--- config.mk ---
export PLATFORM = sky130hd
export DESIGN_NAME = dct_post_norm_flat
export DESIGN_NICKNAME = d
export VERILOG_FILES = /design/src/rtl/dct_post_norm_if.sv /design/src/rtl/dct_post_norm.sv /design/src/flat_wrapper.sv
export SDC_FILE = /design/constraint.sdc
export NUM_CORES = 1
export LEC_CHECK = 0
export BUFFER_PORTS_ARGS = -buffer_cell sky130_fd_sc_hd__buf_2
export CAP_MARGIN = 20
export CORE_MARGIN = 10
export CORE_UTILIZATION = 25
export DETAILED_ROUTE_END_ITERATION = 12
export SKIP_LAST_GASP = 1
export SLEW_MARGIN = 20
export SYNTH_ARGS = -nofsm -noshare
export SYNTH_HDL_FRONTEND = slang
export SYNTH_SLANG_ARGS = --single-unit
export TNS_END_PERCENT = 5
--- constraint.sdc ---
create_clock -name clk -period 7.99 [get_ports clk]
set_clock_uncertainty 0.05 [all_clocks]
set_input_delay 1.9975 -clock clk [delete_from_list [all_inputs] [get_ports clk]]
set_output_delay 1.9975 -clock clk [all_outputs]
set_load 0.02 [all_outputs]
--- src/rtl/dct_post_norm_if.sv ---
`timescale 1ns/1ps
`default_nettype none
// =============================================================================
// Module   : dct_post_norm_if
// Brief    : Avalon-ST style complex stream with frame-length sideband.
// Revision : 1.0
// =============================================================================
interface dct_post_norm_if #(
    parameter int W = 16
) ();
    logic                valid;
    logic                ready;
    logic [1:0]          error;
    logic                sop;
    logic                eop;
    logic signed [W-1:0] data_real;
    logic signed [W-1:0] data_imag;
    logic [11:0]         fftpts;

    modport master (
        output valid, error, sop, eop, data_real, data_imag, fftpts,
        input  ready
    );

    modport slave (
        input  valid, error, sop, eop, data_real, data_imag, fftpts,
        output ready
    );
endinterface
`default_nettype wire

--- src/rtl/dct_post_norm.sv ---
`timescale 1ns/1ps
`default_nettype none
// =============================================================================
// Module   : dct_post_norm
// Brief    : Orthonormal DCT bin weighting with framing checks, 2-stage pipe.
//            Define DCT_POST_NORM_ROUND_EN for round-half-up (default: floor).
// Revision : 1.0
// =============================================================================
module dct_post_norm #(
    parameter int wDataIn  = 16,
    parameter int wDataOut = 16
) (
    input  wire logic         clk,
    input  wire logic         rst_n_sync,
    dct_post_norm_if.slave    sink,
    dct_post_norm_if.master   source
);

    localparam int C_PW = wDataIn + 16;
    localparam int C_AW = C_PW + 1;

    typedef enum logic [0:0] {
        S_IDLE     = 1'b0,
        S_IN_FRAME = 1'b1
    } state_t;

    state_t      state_q, state_d;
    logic [11:0] k_q, k_d;
    logic [11:0] n_q, n_d;
    logic [3:0]  l_q, l_d;

    logic                    s1_valid_q, s1_valid_d;
    logic signed [C_PW-1:0]  s1_p_re_q, s1_p_re_d;
    logic signed [C_PW-1:0]  s1_p_im_q, s1_p_im_d;
    logic [2:0]              s1_m_q, s1_m_d;
    logic                    s1_sop_q, s1_sop_d;
    logic                    s1_eop_q, s1_eop_d;
    logic [1:0]              s1_err_q, s1_err_d;
    logic [11:0]             s1_n_q, s1_n_d;

    logic                      s2_valid_q, s2_valid_d;
    logic signed [wDataOut-1:0] s2_re_q, s2_re_d;
    logic signed [wDataOut-1:0] s2_im_q, s2_im_d;
    logic                      s2_sop_q, s2_sop_d;
    logic                      s2_eop_q, s2_eop_d;
    logic [1:0]                s2_err_q, s2_err_d;
    logic [11:0]               s2_n_q, s2_n_d;

    logic        w_en;
    logic        w_fire;
    logic        w_keep;
    logic        w_last;
    logic        w_ferr;
    logic [11:0] w_k;
    logic [11:0] w_n;
    logic [3:0]  w_l;
    logic [3:0]  w_x2;
    logic [15:0] w_gain;
    logic signed [C_PW-1:0] w_din_re;
    logic signed [C_PW-1:0] w_din_im;
    logic signed [C_PW-1:0] w_gain_x;

    function automatic logic [3:0] msb_idx(input logic [11:0] v);
        msb_idx = 4'd0;
        for (int i = 0; i < 12; i++) begin
            if (v[i]) msb_idx = 4'(i);
        end
    endfunction

    // Shift by 15+m (optionally rounded), then clamp to the output range.
    function automatic logic signed [wDataOut-1:0] norm_sat(
        input logic signed [C_PW-1:0] p,
        input logic [2:0]             m
    );
        logic signed [C_AW-1:0] acc;
        logic [4:0]             sh;
        sh  = 5'd15 + {2'b00, m};
        acc = {p[C_PW-1], p};
`ifdef DCT_POST_NORM_ROUND_EN
        acc = acc + (C_AW'(1) <<< (sh - 5'd1));
`else
        acc = acc + C_AW'(0);
`endif
        acc = acc >>> sh;
        if ((&acc[C_AW-1:wDataOut-1]) || (~|acc[C_AW-1:wDataOut-1])) begin
            norm_sat = acc[wDataOut-1:0];
        end else if (acc[C_AW-1]) begin
            norm_sat = {1'b1, {(wDataOut-1){1'b0}}};
        end else begin
            norm_sat = {1'b0, {(wDataOut-1){1'b1}}};
        end
    endfunction

    assign w_en       = ~s2_valid_q | source.ready;
    assign w_fire     = sink.valid & w_en;
    assign sink.ready = w_en;

    // Frame tracker: a sop beat always restarts at k=0 with a freshly latched N.
    always_comb begin
        state_d = state_q;
        k_d     = k_q;
        n_d     = n_q;
        l_d     = l_q;
        w_keep  = 1'b0;
        w_last  = 1'b0;
        w_ferr  = 1'b0;
        w_k     = k_q;
        w_n     = n_q;
        w_l     = l_q;
        if (w_fire) begin
            if (sink.sop) begin
                w_k    = 12'd0;
                w_n    = sink.fftpts;
                w_l    = msb_idx(sink.fftpts);
                w_keep = 1'b1;
                w_ferr = (state_q == S_IN_FRAME);
            end else if (state_q == S_IN_FRAME) begin
                w_keep = 1'b1;
            end
            if (w_keep) begin
                w_last = (w_k == (w_n - 12'd1));
                n_d    = w_n;
                l_d    = w_l;
                if (sink.eop || w_last) begin
                    w_ferr  = w_ferr | (sink.eop != w_last);
                    state_d = S_IDLE;
                    k_d     = 12'd0;
                end else begin
                    state_d = S_IN_FRAME;
                    k_d     = w_k + 12'd1;
                end
            end
        end
    end

    // Gain exponent in half-steps: L for the DC bin, L-1 for the rest.
    assign w_x2     = (w_k == 12'd0) ? w_l : (w_l - 4'd1);
    assign w_gain   = w_x2[0] ? 16'd23170 : 16'd32768;
    assign w_din_re = {{16{sink.data_real[wDataIn-1]}}, sink.data_real};
    assign w_din_im = {{16{sink.data_imag[wDataIn-1]}}, sink.data_imag};
    assign w_gain_x = {{(C_PW-16){1'b0}}, w_gain};

    always_comb begin
        s1_valid_d = s1_valid_q;
        s1_p_re_d  = s1_p_re_q;
        s1_p_im_d  = s1_p_im_q;
        s1_m_d     = s1_m_q;
        s1_sop_d   = s1_sop_q;
        s1_eop_d   = s1_eop_q;
        s1_err_d   = s1_err_q;
        s1_n_d     = s1_n_q;
        if (w_en) begin
            s1_valid_d = w_fire & w_keep;
            s1_p_re_d  = w_din_re * w_gain_x;
            s1_p_im_d  = w_din_im * w_gain_x;
            s1_m_d     = w_x2[3:1];
            s1_sop_d   = sink.sop | (w_k == 12'd0);
            s1_eop_d   = sink.eop;
            s1_err_d   = sink.error | {1'b0, w_ferr};
            s1_n_d     = w_n;
        end
    end

    always_comb begin
        s2_valid_d = s2_valid_q;
        s2_re_d    = s2_re_q;
        s2_im_d    = s2_im_q;
        s2_sop_d   = s2_sop_q;
        s2_eop_d   = s2_eop_q;
        s2_err_d   = s2_err_q;
        s2_n_d     = s2_n_q;
        if (w_en) begin
            s2_valid_d = s1_valid_q;
            s2_re_d    = norm_sat(s1_p_re_q, s1_m_q);
            s2_im_d    = norm_sat(s1_p_im_q, s1_m_q);
            s2_sop_d   = s1_sop_q;
            s2_eop_d   = s1_eop_q;
            s2_err_d   = s1_err_q;
            s2_n_d     = s1_n_q;
        end
    end

    always_ff @(posedge clk or negedge rst_n_sync) begin
        if (!rst_n_sync) begin
            state_q    <= S_IDLE;
            k_q        <= '0;
            n_q        <= '0;
            l_q        <= '0;
            s1_valid_q <= 1'b0;
            s1_p_re_q  <= '0;
            s1_p_im_q  <= '0;
            s1_m_q     <= '0;
            s1_sop_q   <= 1'b0;
            s1_eop_q   <= 1'b0;
            s1_err_q   <= '0;
            s1_n_q     <= '0;
            s2_valid_q <= 1'b0;
            s2_re_q    <= '0;
            s2_im_q    <= '0;
            s2_sop_q   <= 1'b0;
            s2_eop_q   <= 1'b0;
            s2_err_q   <= '0;
            s2_n_q     <= '0;
        end else begin
            state_q    <= state_d;
            k_q        <= k_d;
            n_q        <= n_d;
            l_q        <= l_d;
            s1_valid_q <= s1_valid_d;
            s1_p_re_q  <= s1_p_re_d;
            s1_p_im_q  <= s1_p_im_d;
            s1_m_q     <= s1_m_d;
            s1_sop_q   <= s1_sop_d;
            s1_eop_q   <= s1_eop_d;
            s1_err_q   <= s1_err_d;
            s1_n_q     <= s1_n_d;
            s2_valid_q <= s2_valid_d;
            s2_re_q    <= s2_re_d;
            s2_im_q    <= s2_im_d;
            s2_sop_q   <= s2_sop_d;
            s2_eop_q   <= s2_eop_d;
            s2_err_q   <= s2_err_d;
            s2_n_q     <= s2_n_d;
        end
    end

    assign source.valid     = s2_valid_q;
    assign source.data_real = s2_re_q;
    assign source.data_imag = s2_im_q;
    assign source.sop       = s2_sop_q;
    assign source.eop       = s2_eop_q;
    assign source.error     = s2_err_q;
    assign source.fftpts    = s2_n_q;

endmodule
`default_nettype wire

--- src/flat_wrapper.sv ---
// flat-port wrapper written by rule: the top's interface ports become plain ports
module dct_post_norm_flat 
#(
    parameter int wDataIn  = 16,
    parameter int wDataOut = 16
)
  (clk, rst_n_sync, sink_valid, sink_error, sink_sop, sink_eop, sink_data_real, sink_data_imag, sink_fftpts, sink_ready, source_valid, source_error, source_sop, source_eop, source_data_real, source_data_imag, source_fftpts, source_ready);
  dct_post_norm_if #(.W(16)) sink_i ();
  dct_post_norm_if #(.W(16)) source_i ();
  input  wire logic clk;
  input  wire logic rst_n_sync;
  input wire logic [$bits(sink_i.valid)-1:0] sink_valid;
  input wire logic [$bits(sink_i.error)-1:0] sink_error;
  input wire logic [$bits(sink_i.sop)-1:0] sink_sop;
  input wire logic [$bits(sink_i.eop)-1:0] sink_eop;
  input wire logic [$bits(sink_i.data_real)-1:0] sink_data_real;
  input wire logic [$bits(sink_i.data_imag)-1:0] sink_data_imag;
  input wire logic [$bits(sink_i.fftpts)-1:0] sink_fftpts;
  output wire logic [$bits(sink_i.ready)-1:0] sink_ready;
  output wire logic [$bits(source_i.valid)-1:0] source_valid;
  output wire logic [$bits(source_i.error)-1:0] source_error;
  output wire logic [$bits(source_i.sop)-1:0] source_sop;
  output wire logic [$bits(source_i.eop)-1:0] source_eop;
  output wire logic [$bits(source_i.data_real)-1:0] source_data_real;
  output wire logic [$bits(source_i.data_imag)-1:0] source_data_imag;
  output wire logic [$bits(source_i.fftpts)-1:0] source_fftpts;
  input wire logic [$bits(source_i.ready)-1:0] source_ready;
  assign sink_i.valid = sink_valid;
  assign sink_i.error = sink_error;
  assign sink_i.sop = sink_sop;
  assign sink_i.eop = sink_eop;
  assign sink_i.data_real = sink_data_real;
  assign sink_i.data_imag = sink_data_imag;
  assign sink_i.fftpts = sink_fftpts;
  assign sink_ready = sink_i.ready;
  assign source_valid = source_i.valid;
  assign source_error = source_i.error;
  assign source_sop = source_i.sop;
  assign source_eop = source_i.eop;
  assign source_data_real = source_i.data_real;
  assign source_data_imag = source_i.data_imag;
  assign source_fftpts = source_i.fftpts;
  assign source_i.ready = source_ready;
  dct_post_norm #(.wDataIn(wDataIn), .wDataOut(wDataOut)) u_core (.clk(clk), .rst_n_sync(rst_n_sync), .sink(sink_i), .source(source_i));
endmodule
==> results.cfg, run 1 <==
[outcome]
status = finished clean

[critical_path]
rrSetupSlack_ns = 1.47
setup.worst_path.end = u_core.s1_p_re_q[31]
crit_required_ns = 8.25
rr_endpoint = u_core.s1_p_re_q[31]
max_stage_delay_ns = 0.53
cp_slowest_cell = fa_1
path_class = primary input to flop
reg2regPathDepth = 27
cp-start-kind = primary input
arrival_ns = 7.99
crit_fanout = 17
r2r_start = u_core.k_q[2]
crit_path_end_kind = flop
worstSetupStartpoint = sink_fftpts[1]

[floorplan]
coreArea_um2 = 74600
chipHeight_um = 295
die_x_um = 295
initial_core_util_pct = 25.3
die-area_um2 = 86800
io_pins = 102
rows = 100

[drt]
routed_wl_um = 50000
drt_iter0_drc = 944
dr.pass1.iters = 5
routed_via_density = 4.61
drc = 0
antenna_left = 0
vias = 15232
wire_per_inst_um = 15.1

[cells_and_area]
layout_common_cells = nand2_1 (351), ha_1 (212), inv_1 (193), dfrtp_1 (159), buf_4 (154)
syn_to_final_growth_pct = 16.8
final_common_cell = nand2_1
fill_cells = 7899
seqCellArea_um2 = 4010
fin_util_pct = 29.5
multiInputGateArea_um2 = 13700
final_net_count = 2712
drive_above_1_share_pct = 16.4

[timing]
worstMarginPinSlew_ns = 0.939
period_minus_slack_ns = 7.73
slew_viol_final = 0
slew_headroom_pct = 37.1
hold_viol = 0
max_freq_mhz = 129
final.hold.worst_slack_ns = 0.411
setup_viol = 0
rsz0062_at_grt = true
fin_crit_sh_pct = 96.8

[place]
place.gp.congestion = 0.891
numPortBuffers = 101
dpl.hpwl_um = 40700

[global_route]
grt_max_degree = 98
use_met2_pct = 17.2
grt_usage_pct = 11.5
busiest_layer = met2
gr-usage-met1_pct = 16.9
antenna_found_initial = 16
grtUsageMet3_pct = 1.85
grt_pass1_vias = 14941
grt_pass1_wl_um = 81800
grt.overflow.total = 0

[clock_network]
cts_made_buffers = 17
clk_pin_slew_ns = 0.07
clock-root-buffer = clkbuf_16
cts_max_level = 4
clkSinkCount = 160
holdBufCountCts = 0
cts_tree = done
clock_path_buffers = 2
clock_latency_ns = 0.45

[synthesis]
syn_area_um2 = 18900
synth-seq-cells = 160
yosys-top-cells-area = dfrtp_1 (21%), ha_1 (15%), fa_1 (12%)
synth-edff-count = 0
synth_ff_type = dfrtp_1
synth_cell_type_count = 82
yosysTopAreaCell = dfrtp_1
synth.top_cell.area_share_pct = 21.2
synth_cells = 2154
ys_seq_area_share_pct = 21.2
async_flop_share_pct = 100
synth_warnings = 0
synth.avg_cell_area_um2 = 8.75

[worst_hold_path]
hold_path.class = flop to flop

[run]
drv_cap = 0
## routing by layer
metal | wire [um] | part of all wire (%)
met1 | 25800 | 52
met2 | 21300 | 43
met3 | 1830 | 3.7
met4 | 808 | 1.6
met5 | 189 | 0.38
## synth_stat cells (all sizes together), types with 7 or more instances
cell type / instances
a211oi: 15
a21o: 26
a21oi: 112
a22oi: 7
a31oi: 20
and2: 37
and3: 12
buf: 40
clkbuf: 85
dfrtp: 160
fa: 116
ha: 221
inv: 198
mux2: 23
mux2i: 74
mux4: 39
nand2: 352
nand2b: 17
nand3: 43
nand4: 9
nor2: 126
nor2b: 13
nor3: 16
nor4: 8
o211ai: 18
o21ai: 154
o21bai: 9
o22ai: 14
o31ai: 13
xnor2: 66
xor2: 37
## cell families after synthesis
logic type	synth area share (%)
xor gates and xnor gates	4.79
other	0.0398
buffers and inverters	7.51
adders and majority gates	27.0
and+or+nand+nor	15.1
muxes	10.3
AOI/OAI and AO/OA	13.9
DFF	21.2
## stage by stage
stage,setup WS [ns],instances,setup TNS (ns),instance area [um2]
final,0.258,3305,0,22000
after global routing,-0.0406,3304,-0.210,22000
after CTS,0.245,3302,0,22000
after floorplan,-0.0133,2175,-0.0335,19100
after detailed placement,-0.232,3272,-2.46,21400
after global placement,-0.198,3272,-1.65,21400
## worst max-delay path, delay by kind of cell
kind | cells | cell delay (ns)
adders and majority gates | 7 | 2.62
AOI/OAI and AO/OA | 10 | 1.43
buffers and inverters | 9 | 0.91
and+or+nand+nor | 4 | 0.68
xor gates and xnor gates | 2 | 0.30
## final cells by class
| class | instances | area share (%) |
|---|---|---|
| clock inverter | 13 | 0.909 |
| antenna | 2 | 0.0227 |
| sequential | 160 | 18.2 |
| tap | 969 | 5.51 |
| timing repair buffer | 257 | 7.76 |
| inverter | 200 | 3.43 |
| clock buffer | 17 | 1.93 |
| multi-input combinational | 1687 | 62.2 |
## repair_timing
item | 4_1_cts | 5_1_grt
setup endpoints to repair | 0 | 14
setup buffers | 0 | 1
gates resized for setup | 0 | 5
## how the worst min path moves through the flow
stage | startpoint | to | depth (start not counted)
after global placement | u_core.s1_valid_q | u_core.source.valid | 1
after CTS | u_core.source.data_real[13] | u_core.source.data_real[13] | 2
final | u_core.source.data_real[13] | u_core.source.data_real[13] | 2
after global routing | u_core.source.data_real[9] | u_core.source.data_real[9] | 2
after detailed placement | u_core.source.fftpts[4] | u_core.source.fftpts[4] | 2
after floorplan | u_core.s1_valid_q | u_core.source.valid | 1
## flip-flops by register name, indices dropped and copies added (netlist names), 2 cells and up
name / flops
u_core.k_q: 12
u_core.l_q: 4
u_core.n_q: 12
u_core.s1_err_q: 2
u_core.s1_m_q: 3
u_core.s1_n_q: 12
u_core.s1_p_im_q: 31
u_core.s1_p_re_q: 31
u_core.source.data_imag: 16
u_core.source.data_real: 16
u_core.source.error: 2
u_core.source.fftpts: 12
Power of run 1 is not shown: default switching activity piles up to over one toggle a cycle in this logic, so the estimate is an artifact.
==> run 2: changes to the inputs <==
--- a/constraint.sdc
+++ b/constraint.sdc
@@ -4,2 +4,2 @@
 set_output_delay 1.9975 -clock clk [all_outputs]
-set_load 0.02 [all_outputs]
+set_load 0.005 [all_outputs]
==> run 2 against run 1 <==
  * Die area unchanged
  * Non-clock buffer count rose by 2
  * Worst setup slack better by 0.030 ns
  * Utilization barely moved
  * Cell area barely moved
  * Sequential share of layout area barely moved
  * Register-to-register slack about the same
  * Critical path type unchanged
==> results.cfg, run 2 (synthesis results as in run 1) <==
[place]
numPortBuffers = 101
dpl.hpwl_um = 40800
placedCellCount = 3272
place.gp.congestion = 0.890

[floorplan]
die-area_um2 = 86800
io_pins = 102
coreArea_um2 = 74600
rows = 100
chipHeight_um = 295
initial_core_util_pct = 25.3
die_x_um = 295

[run]
drv_cap = 0

[cells_and_area]
final_net_count = 2714
syn_to_final_growth_pct = 16.8
final_common_cell = nand2_1
drive_above_1_share_pct = 16.6
layout_common_cells = nand2_1 (351), ha_1 (212), inv_1 (193), dfrtp_1 (159), buf_4 (156)
fin_cells = 3309
reg_top3 = u_core.s1_p_im_q: 31 flops, u_core.s1_p_re_q: 31 flops

[worst_hold_path]
hold_depth = 2
hold_path.class = flop to flop

[global_route]
grt_max_degree = 98
grt_pass1_wl_um = 82100
antenna_found_initial = 14
grt_usage_pct = 11.6
grt.overflow.total = 0
grt_pass1_vias = 14965

[clock_network]
cts_max_level = 4
cts_made_buffers = 17
holdBufCountCts = 0
clkSinkCount = 160
clock_latency_ns = 0.45
clock-root-buffer = clkbuf_16
cts_tree = done
clock_path_buffers = 2
clk_pin_slew_ns = 0.08

[drt]
drc = 0
routed_via_density = 4.62
wire_per_inst_um = 15.1
drt_iter0_drc = 878
routed_wl_um = 50000
dr.pass1.iters = 6
vias = 15291
antenna_left = 0

[critical_path]
crit_path_end_kind = flop
worstSetupStartpoint = source_ready
rr_endpoint = u_core.s1_p_im_q[31]
rrSetupSlack_ns = 1.47
path_class = primary input to flop
reg2regPathDepth = 26
r2r_start = u_core.k_q[2]
crit_fanout = 14
cp-start-kind = primary input
arrival_ns = 7.97
crit_required_ns = 8.26
setup.worst_path.end = u_core.s1_p_im_q[31]

[timing]
period_minus_slack_ns = 7.70
rsz0062_at_grt = true
fin_crit_sh_pct = 96.4
slew_viol_final = 0
slew_headroom_pct = 40.7
tns_ns = 0
setup_viol = 0
hold_viol = 0
worstMarginPinSlew_ns = 0.890
max_freq_mhz = 130

[outcome]
status = finished clean
run 2: cell types whose count changed in the layout (fill, tap and decap cells not counted), sizes merged:
cell and delta:
bufinv -4, clkinv +5, buf +2, inv +1
run 2: per-stage QoR:
| step | area (um2) | utilization (%) | hold WS, ns | setup slack, ns |
|---|---|---|---|---|
| after floorplan | 19100 | - | 0.385 | -0.0131 |
| after detailed placement | 21400 | 28.7 | 0.400 | -0.310 |
| after CTS | 22000 | 29.4 | 0.415 | 0.141 |
| after global routing | 22000 | 29.5 | 0.440 | -0.0502 |
| after global placement | 21400 | 28.6 | 0.389 | -0.200 |
| final | 22000 | 29.5 | 0.412 | 0.288 |
run 2: cell type report:
class                   instances  area, um2
well taps                     969       1210
clock inverters                15        163
clock buffers                  17        425
diodes                          2       5.00
inverters                     200        756
fillers                      7941      52600
flip-flops and latches        160       4010
repair buffers                259       1720
multi-input cells            1687      13700
run 2: worst min-delay path by stage:
stage | from | to | slack, ns
after CTS | u_core.s1_n_q[2] | u_core.source.fftpts[2] | 0.42
after global routing | u_core.s1_n_q[0] | u_core.source.fftpts[0] | 0.44
after floorplan | u_core.s1_valid_q | u_core.source.valid | 0.38
after detailed placement | u_core.source.fftpts[4] | u_core.source.fftpts[4] | 0.40
after global placement | u_core.s1_valid_q | u_core.source.valid | 0.39
final | u_core.s1_n_q[6] | u_core.source.fftpts[6] | 0.41
run 2: routing by layer:
layer	global-route usage, %	part of all wire [%]	up-vias
met4	2.83	1.4	22
met1	16.9	52	7250
li1	-	-	7715
met2	17.5	43	251
met5	0	0.28	-
met3	1.84	3.6	53
run 2: critical path, cell delays in order:
cell      delay, ns
buf_2          0.11
nor2b_4        0.18
buf_4          0.15
nor2_4         0.04
or2_2          0.36
xnor2_4        0.16
buf_12         0.16
and2_1         0.18
ha_2           0.18
ha_1           0.27
inv_1          0.05
fa_1           0.53
inv_1          0.06
fa_1           0.48
fa_1           0.49
inv_1          0.05
fa_1           0.47
inv_1          0.06
ha_4           0.22
and2_4         0.15
a221o_1        0.33
a41o_1         0.23
a21oi_2        0.14
o211ai_1       0.16
a311o_1        0.38
a31oi_1        0.18
xnor2_1        0.14
a21oi_1        0.07
run 2: what timing repair did:
action                     in CTS  in global routing
setup buffers                   0                  3
gates resized for setup         0                  8
setup endpoints to repair       0                 12
Power of run 2 is left out for the same reason.
==> run 3: changes to the inputs <==
--- a/config.mk
+++ b/config.mk
@@ -12,2 +12,3 @@
 export DETAILED_ROUTE_END_ITERATION = 12
+export RECOVER_POWER = 100
 export SKIP_LAST_GASP = 1
--- a/constraint.sdc
+++ b/constraint.sdc
@@ -4,2 +4,2 @@
 set_output_delay 1.9975 -clock clk [all_outputs]
-set_load 0.005 [all_outputs]
+set_load 0.1 [all_outputs]
==> run 3 against run 2 <==
  * Critical path type unchanged
  * Via count down 0.49%
  * Cell area about the same
  * Routed wire length down 0.16%
  * Critical endpoint is now u_core.s1_p_re_q[31]
  * Sequential share of layout area about the same
  * The run now ends with max-capacitance violations, max-slew violations left
  * Die area unchanged
  * Utilization about the same
  * Worst hold slack worse by 0.00063 ns
  * Global-route usage down 0.070 points
  * First-iteration DRC count up 13%
  * Sequential cell count unchanged
==> results.cfg, run 3 (synthesis results as in run 1) <==
[timing]
max_freq_mhz = 129
worst_slack_ns = 0.261
hold_viol = 0
worstMarginPinSlew_ns = 5.21
rsz0062_at_grt = true
slew_headroom_pct = -247
slew_viol_final = 98
setup_viol = 0
fin_crit_sh_pct = 96.7
period_minus_slack_ns = 7.73

[drt]
top_layer_used = met5
routed_via_density = 4.61
drc = 0
drt-met1-wl_um = 25700
drt_iter0_drc = 995
wire_per_inst_um = 15.1
vias = 15216
routed_wl_um = 50000
route.met2.wl_um = 21300
dr.pass1.iters = 5
antenna_left = 0
met3_length_um = 1950

[floorplan]
initial_core_util_pct = 25.3
chipHeight_um = 295
die-area_um2 = 86800
coreArea_um2 = 74600
die_x_um = 295
io_pins = 102
rows = 100

[place]
numPortBuffers = 101
dpl.hpwl_um = 40700
place.gp.congestion = 0.891
placedCellCount = 3272
dp_slack_ns = -0.232

[worst_hold_path]
holdPathEnd = u_core.source.data_real[13]
min_from = u_core.source.data_real[13]
hold_depth = 2
hold_path.class = flop to flop

[clock_network]
clock_path_buffers = 2
cts_tree = done
clk_pin_slew_ns = 0.07
holdBufCountCts = 0
cts_made_buffers = 17
clkSinkCount = 160
clock-root-buffer = clkbuf_16
clock_latency_ns = 0.45
cts_max_level = 4

[critical_path]
max_stage_delay_ns = 0.53
rr_endpoint = u_core.s1_p_re_q[31]
path_class = primary input to flop
cp-start-kind = primary input
arrival_ns = 7.99
critPathTopFamily = adder cells
rrSetupSlack_ns = 1.47
reg2regPathDepth = 27
crit_buf_inv = 9
r2r_start = u_core.k_q[2]
cp_slowest_cell = fa_1
crit_fanout = 17
crit_required_ns = 8.25
crit_path_end_kind = flop

[cells_and_area]
fin_cells = 3304
final_common_cell = nand2_1
reg_top3 = u_core.s1_p_im_q: 31 flops, u_core.s1_p_re_q: 31 flops
final_net_count = 2712
drive_above_1_share_pct = 16.3
layout_common_cells = nand2_1 (351), ha_1 (212), inv_1 (193), dfrtp_1 (159), buf_4 (153)
syn_to_final_growth_pct = 16.7
fill_cells = 7903

[global_route]
grt.overflow.total = 0
grt_usage_pct = 11.5
grt_pass1_vias = 14941
antenna_found_initial = 16
grt_pass1_wl_um = 81800
grt_max_degree = 98

[run]
drv_cap = 1

[outcome]
violations = max-capacitance violations, max-slew violations
status = finished with violations
run 3: timing repair:
action                                  4_1_cts  5_1_grt
endpoints found under the setup margin        0       14
gates resized for setup                       0        5
buffers inserted                              0        1
run 3: metrics by stage:
step / instance area (um2) / hold WS, ns / utilization [%] / setup TNS (ns)
after floorplan: 19100 / 0.385 / - / -0.0416
after global placement: 21400 / 0.387 / 28.6 / -1.65
after detailed placement: 21400 / 0.401 / 28.7 / -2.46
after CTS: 22000 / 0.418 / 29.5 / 0
after global routing: 22000 / 0.445 / 29.5 / -0.210
final: 22000 / 0.411 / 29.5 / 0
run 3: cell type report:
cell class | count | area [um2] | share of cell area [%]
inverters | 200 | 756 | 3.43
multi-input cells | 1687 | 13700 | 62.3
well taps | 969 | 1210 | 5.51
flip-flops and latches | 160 | 4010 | 18.2
clock inverters | 13 | 200 | 0.910
clock buffers | 17 | 425 | 1.93
diodes | 1 | 2.50 | 0.0114
repair buffers | 257 | 1700 | 7.71
run 3: tightest hold or removal path, stage by stage, from the launching register on:
cell	delay, ns
dfrtp_1	0.34
nand2_1	0.05
nand2_1	0.04
run 3: layer usage:
layer | GRT usage [%] | up-vias
li1 | - | 7716
met1 | 16.9 | 7145
met2 | 17.2 | 260
met3 | 1.85 | 69
met4 | 2.97 | 26
met5 | 0 | -
run 3: worst max path at each step:
stage | start | end | slack, ns | cells past startpoint
3_3_place_gp | sink_fftpts[2] | u_core.s1_p_im_q[31] | -0.20 | 30
6_report | sink_fftpts[1] | u_core.s1_p_re_q[31] | 0.26 | 32
3_5_place_dp | source_ready | u_core.s1_p_im_q[30] | -0.23 | 29
5_1_grt | source_ready | u_core.s1_p_im_q[31] | -0.04 | 31
4_1_cts | source_ready | u_core.s1_p_im_q[30] | 0.24 | 29
2_1_floorplan | source_ready | u_core.s1_p_im_q[30] | -0.02 | 30
Power of run 3 is left out for the same reason.
